File: src/rtl/tf_addr_gen_pkg.sv
// Shared definitions for the twiddle-factor address generator.
// Covers transform size defaults, the stage counter width and the sequencer states.
package tf_addr_gen_pkg;

    localparam int TF_LOGN  = 10;
    localparam int TF_ADDRW = TF_LOGN + 1;
    localparam int STAGE_W  = 4;

    typedef enum logic [1:0] {
        ST_IDLE = 2'd0,
        ST_RUN  = 2'd1,
        ST_DONE = 2'd2
    } tf_state_e;

endpackage

File: src/rtl/tf_addr_gen_calc.sv
// Combinational twiddle address for one beat: idx = 2^s + group, where the top bit
// selects the forward or inverse half of the table.
module tf_addr_gen_calc
    import tf_addr_gen_pkg::*;
#(
    parameter int LOGN  = TF_LOGN,
    parameter int ADDRW = TF_ADDRW
) (
    input  logic               op,
    input  logic [STAGE_W-1:0] s,
    input  logic [LOGN-3:0]    c,
    output logic [ADDRW-1:0]   g1_addr,
    output logic [ADDRW-1:0]   g2_addr,
    output logic               special
);

    logic [LOGN-1:0] c_ext;
    logic [LOGN-1:0] base;
    logic [LOGN-1:0] g1;
    logic [LOGN-1:0] g2;

    always_comb begin
        c_ext = {2'b00, c};
        base  = LOGN'(1) << s;
        g1    = '0;
        g2    = '0;
        // Unit 2 sits N/4 butterflies above unit 1, i.e. 2^(s-1) groups higher.
        if (s != '0) begin
            g1 = c_ext >> (STAGE_W'(LOGN - 1) - s);
            g2 = g1 + (LOGN'(1) << (s - STAGE_W'(1)));
        end
        g1_addr = {op, base + g1};
        g2_addr = {op, base + g2};
        special = (s != '0);
    end

endmodule

File: src/rtl/tf_addr_gen.sv
// Twiddle-ROM address sequencer: walks every NTT/INTT stage, two butterflies per beat.
// state   | meaning
// IDLE    | waiting for start; start issues the first beat on the same edge
// RUN     | one beat per non-stalled edge; a stalled edge inserts one invalid cycle
// DONE    | one-cycle done pulse after the last beat, start dropped here
module tf_addr_gen
    import tf_addr_gen_pkg::*;
#(
    parameter int LOGN  = TF_LOGN,
    parameter int ADDRW = TF_ADDRW
) (
    input  logic               clk,
    input  logic               rstn,
    input  logic               start,
    input  logic               op_i,
    input  logic               stall,
    output logic               op,
    output logic               special_add,
    output logic [ADDRW-1:0]   gamma1_add,
    output logic [ADDRW-1:0]   gamma2_add,
    output logic               addr_valid,
    output logic [STAGE_W-1:0] stage,
    output logic               last,
    output logic               busy,
    output logic               done
);

    localparam int                 CW     = LOGN - 2;
    localparam logic [CW-1:0]      C_MAX  = '1;
    localparam logic [STAGE_W-1:0] S_LAST = STAGE_W'(LOGN - 1);

    tf_state_e          state_q, state_d;
    logic [STAGE_W-1:0] ps_q, ps_d;
    logic [CW-1:0]      pc_q, pc_d;
    logic               op_q, op_d;
    logic               special_q, special_d;
    logic [ADDRW-1:0]   g1_q, g1_d;
    logic [ADDRW-1:0]   g2_q, g2_d;
    logic               valid_q, valid_d;
    logic [STAGE_W-1:0] stage_q, stage_d;
    logic               last_q, last_d;
    logic               busy_q, busy_d;
    logic               done_q, done_d;

    logic               issue_op;
    logic [STAGE_W-1:0] issue_s;
    logic [CW-1:0]      issue_c;
    logic [STAGE_W-1:0] s_final;
    logic               issue_last;
    logic [STAGE_W-1:0] nxt_s;
    logic [CW-1:0]      nxt_c;
    logic               do_issue;
    logic [ADDRW-1:0]   calc_g1;
    logic [ADDRW-1:0]   calc_g2;
    logic               calc_special;

    // ps/pc point at the next beat to issue; in IDLE the first beat comes from op_i.
    always_comb begin
        if (state_q == ST_IDLE) begin
            issue_op = op_i;
            issue_s  = op_i ? S_LAST : '0;
            issue_c  = '0;
        end else begin
            issue_op = op_q;
            issue_s  = ps_q;
            issue_c  = pc_q;
        end
        s_final    = issue_op ? '0 : S_LAST;
        issue_last = (issue_s == s_final) && (issue_c == C_MAX);
        if (issue_c == C_MAX) begin
            nxt_c = '0;
            nxt_s = issue_op ? (issue_s - STAGE_W'(1)) : (issue_s + STAGE_W'(1));
        end else begin
            nxt_c = issue_c + CW'(1);
            nxt_s = issue_s;
        end
    end

    tf_addr_gen_calc #(
        .LOGN  (LOGN),
        .ADDRW (ADDRW)
    ) u_calc (
        .op      (issue_op),
        .s       (issue_s),
        .c       (issue_c),
        .g1_addr (calc_g1),
        .g2_addr (calc_g2),
        .special (calc_special)
    );

    always_comb begin
        state_d   = state_q;
        ps_d      = ps_q;
        pc_d      = pc_q;
        op_d      = op_q;
        special_d = special_q;
        g1_d      = g1_q;
        g2_d      = g2_q;
        valid_d   = 1'b0;
        stage_d   = stage_q;
        last_d    = last_q;
        busy_d    = busy_q;
        done_d    = 1'b0;
        do_issue  = 1'b0;

        case (state_q)
            ST_IDLE: begin
                busy_d = 1'b0;
                last_d = 1'b0;
                if (start) begin
                    state_d  = ST_RUN;
                    op_d     = op_i;
                    busy_d   = 1'b1;
                    do_issue = 1'b1;
                end
            end
            ST_RUN: begin
                if (last_q) begin
                    state_d = ST_DONE;
                    last_d  = 1'b0;
                    done_d  = 1'b1;
                end else if (!stall) begin
                    do_issue = 1'b1;
                end
            end
            ST_DONE: begin
                state_d = ST_IDLE;
                busy_d  = 1'b0;
            end
            default: begin
                state_d = ST_IDLE;
                busy_d  = 1'b0;
            end
        endcase

        if (do_issue) begin
            g1_d      = calc_g1;
            g2_d      = calc_g2;
            special_d = calc_special;
            stage_d   = issue_s;
            last_d    = issue_last;
            valid_d   = 1'b1;
            ps_d      = nxt_s;
            pc_d      = nxt_c;
        end
    end

    always_ff @(posedge clk) begin
        if (!rstn) begin
            state_q   <= ST_IDLE;
            ps_q      <= '0;
            pc_q      <= '0;
            op_q      <= 1'b0;
            special_q <= 1'b0;
            g1_q      <= '0;
            g2_q      <= '0;
            valid_q   <= 1'b0;
            stage_q   <= '0;
            last_q    <= 1'b0;
            busy_q    <= 1'b0;
            done_q    <= 1'b0;
        end else begin
            state_q   <= state_d;
            ps_q      <= ps_d;
            pc_q      <= pc_d;
            op_q      <= op_d;
            special_q <= special_d;
            g1_q      <= g1_d;
            g2_q      <= g2_d;
            valid_q   <= valid_d;
            stage_q   <= stage_d;
            last_q    <= last_d;
            busy_q    <= busy_d;
            done_q    <= done_d;
        end
    end

    assign op          = op_q;
    assign special_add = special_q;
    assign gamma1_add  = g1_q;
    assign gamma2_add  = g2_q;
    assign addr_valid  = valid_q;
    assign stage       = stage_q;
    assign last        = last_q;
    assign busy        = busy_q;
    assign done        = done_q;

endmodule

File: config.mk
export PLATFORM = sky130hd
export DESIGN_NAME = tf_addr_gen
export DESIGN_NICKNAME = d
export VERILOG_FILES = /design/src/rtl/tf_addr_gen_pkg.sv /design/src/rtl/tf_addr_gen_calc.sv /design/src/rtl/tf_addr_gen.sv
export SDC_FILE = /design/constraint.sdc
export NUM_CORES = 1
export LEC_CHECK = 0
export ABC_AREA = 1
export CAP_MARGIN = 20
export CORE_UTILIZATION = 52
export DETAILED_ROUTE_END_ITERATION = 7
export PLACE_DENSITY = 0.87
export SYNTH_ARGS = -nofsm -noshare
export SYNTH_HDL_FRONTEND = slang
export SYNTH_SLANG_ARGS = --single-unit
File: constraint.sdc
create_clock -name clk -period 4.33 [get_ports clk]
set_clock_uncertainty 0.2 [all_clocks]
set_input_delay 0.433 -clock clk [delete_from_list [all_inputs] [get_ports clk]]
set_output_delay 0.433 -clock clk [all_outputs]
set_load 0.02 [all_outputs]
==> metrics.md <==
| Metric | Value |
|---|---|
| Mapped Nets | 576 |
| Post-route ant nets | 0 |
| Drt wl/cell | 15.19 um |
| WHS Path Cells | 2 |
| Clock power share | 28.0% |
| Sw frac | 33.38% |
| Internal Dissipation | 758.1 uW |
| First-pass GRT wire length | 16.79 mm |
| Most instantiated cells after synthesis | 99 x nand2_1, 68 x nor2_1, 66 x inv_1 |
| Most frequent cell after synthesis | nand2_1 |
| Initial antenna violation count | 0 |
| WS Path Type | register to register |
| Largest net degree at the start of global routing | 46 |
| Number of synthesized flops with an enable pin | 0 |
| Total GRT Usage | 28.34% |
| Worst Setup End Kind | register |
| Slew Viols, Final | 0 |
| Rows | 30 |
| Final HPWL DP | 7.772 mm |
| Max capacitance violation total | 0 |
| Root buffer cell | clkbuf_8 |
| Final core utilization | 70.74% |
| Worst endpoint required time | 4.34 ns |
| Syn avg cell area | 6.841 sq um |
| Final setup vio count | 1 |
| FF+latch count, synth | 45 |
| Mapped Area | 3660 sq um |
| Unrepaired setup endpoints after global routing | yes |
| Final WS setup | -0.04212 ns |
| Core outline area | 6794 sq um |
| Pwr dens | 236.8 nW/um^2 |
| Ranking of synthesized cells by area | dfxtp_1 25%, ha_1 11%, nand2_1 10% |
| CP Max Fanout | 6 |
| Worst path slowest cell | dfxtp_4 |
| Sequential fraction of the synthesis area | 24.62% |
| Die H | 85.89 um |
| Chip width | 85.89 um |
| Maximum clock frequency | 228.7 MHz |
| Crit path arrival time | 4.38 ns |
| Top-Level Pins | 37 |
| Final min period | 4.372 ns |
| Nets | 666 |
| Synth top area share | 24.62% |
| Power, Total | 1.138 mW |
| R2R depth | 29 |
| Initial Utilization | 53.87% |
| Synth cell types | 47 |
| Sw power | 379.8 uW |
| CP startpoint kind | register |
| Cts bufs inserted | 5 |
| Seq pwr share | 40.5% |
| Synth warn | 0 |
| Initial DRT Pass Iterations | 5 |
| Die area | 7377 sq um |
| Fin crit share | 101.0% |
| Synth Instances | 535 |
| Final Hold Viols | 0 |
| Total Routed Length | 10.96 mm |
| Ys flop type | dfxtp_1 |
| Tightest Hold Check Type | register to register |
| Sum Neg Setup Slack | -0.04212 ns |
| DRC viols | 0 |
| GP Congestion | 0.9950 |
| Via count | 4,018 |
| Comb power frac | 31.5% |
| VDD IR max | 0.1991 mV |
| Synth area leader | dfxtp_1 |
| Vias per cell | 5.573 |
| Relative slew slack | 50.64% |
| Total grt overflow | 0 |
| Clock-pin transition on the worst setup and hold timing paths | 0.09 ns |
| CTS tree | built |
| Ys async rst share | 0% |
| Leak pwr | 2.270 nW |
| Layout cell share with drive strength beyond 1 | 21.76% |
| CP max stage delay | 0.41 ns |
| Count of buffers from port buffering | 36 |
| CTS Buffer Depth | 2 |
| Failing checks | negative setup slack |
| Clk sink count | 45 |
| Crit-path most repeated cell | nand2_2 |
| DR iter-0 viols | 256 |
| Vias in the first global route | 3,711 |
| Status | finished with violations |
| Clk Latency, worst-skew pair | 0.31 ns |
| H-tree levels | 2 |
| Area delta synth->final | 31.32% |
| Worst Tran Pin Value | 0.7393 ns |
| Number of diodes | 0 |
==> layout by cell type (no fill, tap or decap), drive strengths merged, types with 5 or more instances in the layout <==
master and count:
clkbuf 5, dfxtp 45, nand2 110, a21oi 43, inv 76, a221oi 5
xor2 12, clkdlybuf4s50 35, nand3 18, o21bai 10, nor2 71, nor3 12
o21ai 47, ha 33, buf 63
==> final cells by class <==
class	count	area, sq um
multi-input cells	397	2532
fillers	519	1988
flip-flops and latches	45	908.4
repair buffers	99	839.6
inverters	77	301.5
well taps	96	120.1
clock buffers	5	68.82
clock inverters	2	35.03
==> routing by layer <==
metal | share of wire (%) | wire length, um | GRT usage, % | vias to the layer above
met2 | 50 | 5473 | 49.93 | 161
met3 | 5.8 | 633 | 4.524 | 54
met4 | 4.8 | 527 | 13.94 | 0
li1 | - | - | - | 1939
met5 | 0 | 0 | 0 | -
met1 | 39 | 4321 | 33.29 | 1864
==> logic make-up (layout without fill, tap and decap cells) <==
kind of cell / after synthesis / in the layout / synth area share, %
simple gates: 219 / 219 / 27.35
compound gates: 125 / 125 / 20.72
buf+inv: 93 / 183 / 10.09
flops: 45 / 45 / 24.62
fa+ha+maj: 36 / 36 / 12.92
xor+xnor: 16 / 16 / 4.034
mux: 1 / 1 / 0.2735
==> flip-flops by register name (all words and copies together), names as in the netlist, 2 cells and up <==
register,cells
gamma1_add,11
gamma2_add,10
pc_q,8
ps_q,4
stage,4
state_q,2
==> power by group through the flow <==
stage / logic [mW] / registers, mW / clock network, mW
after floorplan: 0.169 / 0.496 / 0
after global placement: 0.321 / 0.467 / 0
after detailed placement: 0.330 / 0.469 / 0
after CTS: 0.336 / 0.460 / 0.321
after global routing: 0.385 / 0.463 / 0.336
final: 0.359 / 0.460 / 0.319
==> worst paths after layout <==
kind | slack, ns | from | end
worst max-delay path | -0.04 | state_q[1]$_SDFFE_PN0P_ | gamma2_add[9]$_SDFFE_PN0P_
worst min-delay path | 0.27 | pc_q[0]$_SDFFE_PN0P_ | pc_q[0]$_SDFFE_PN0P_
worst max register to register | -0.04 | state_q[1]$_SDFFE_PN0P_ | gamma2_add[9]$_SDFFE_PN0P_
worst min register to register | 0.27 | pc_q[0]$_SDFFE_PN0P_ | pc_q[0]$_SDFFE_PN0P_
==> worst max-delay path, delay by kind of cell (launching register included) <==
kind	cells	cell delay, ns
adder cells (fa/ha/maj)	4	1.20
XOR/XNOR	1	0.11
flip-flops	1	0.41
buffers and inverters	6	0.47
AO/OA/AOI/OAI	4	0.61
AND/OR/NAND/NOR	14	1.24
==> through the flow <==
step,setup slack (ns),hold slack (ns),cells,instance area [sq um]
global placement,-0.1582,0.2511,701,4447
finish,-0.04212,0.2714,721,4806
CTS,0.008554,0.2740,711,4613
detailed placement,-0.3604,0.2609,701,4447
floorplan,0.02620,0.2442,535,3669
global route,-0.3042,0.2996,721,4806
==> timing repair <==
action | 4_1_cts | 5_1_grt
gates resized for setup | 12 | 33
cloned | 0 | 0
setup endpoints to repair | 1 | 4
pin swaps | 4 | 27
hold buffers | 0 | 0
buffers inserted | 3 | 10
endpoints found under the hold margin | 0 | 0
No activity file was read; power rests on OpenSTA's default activity.
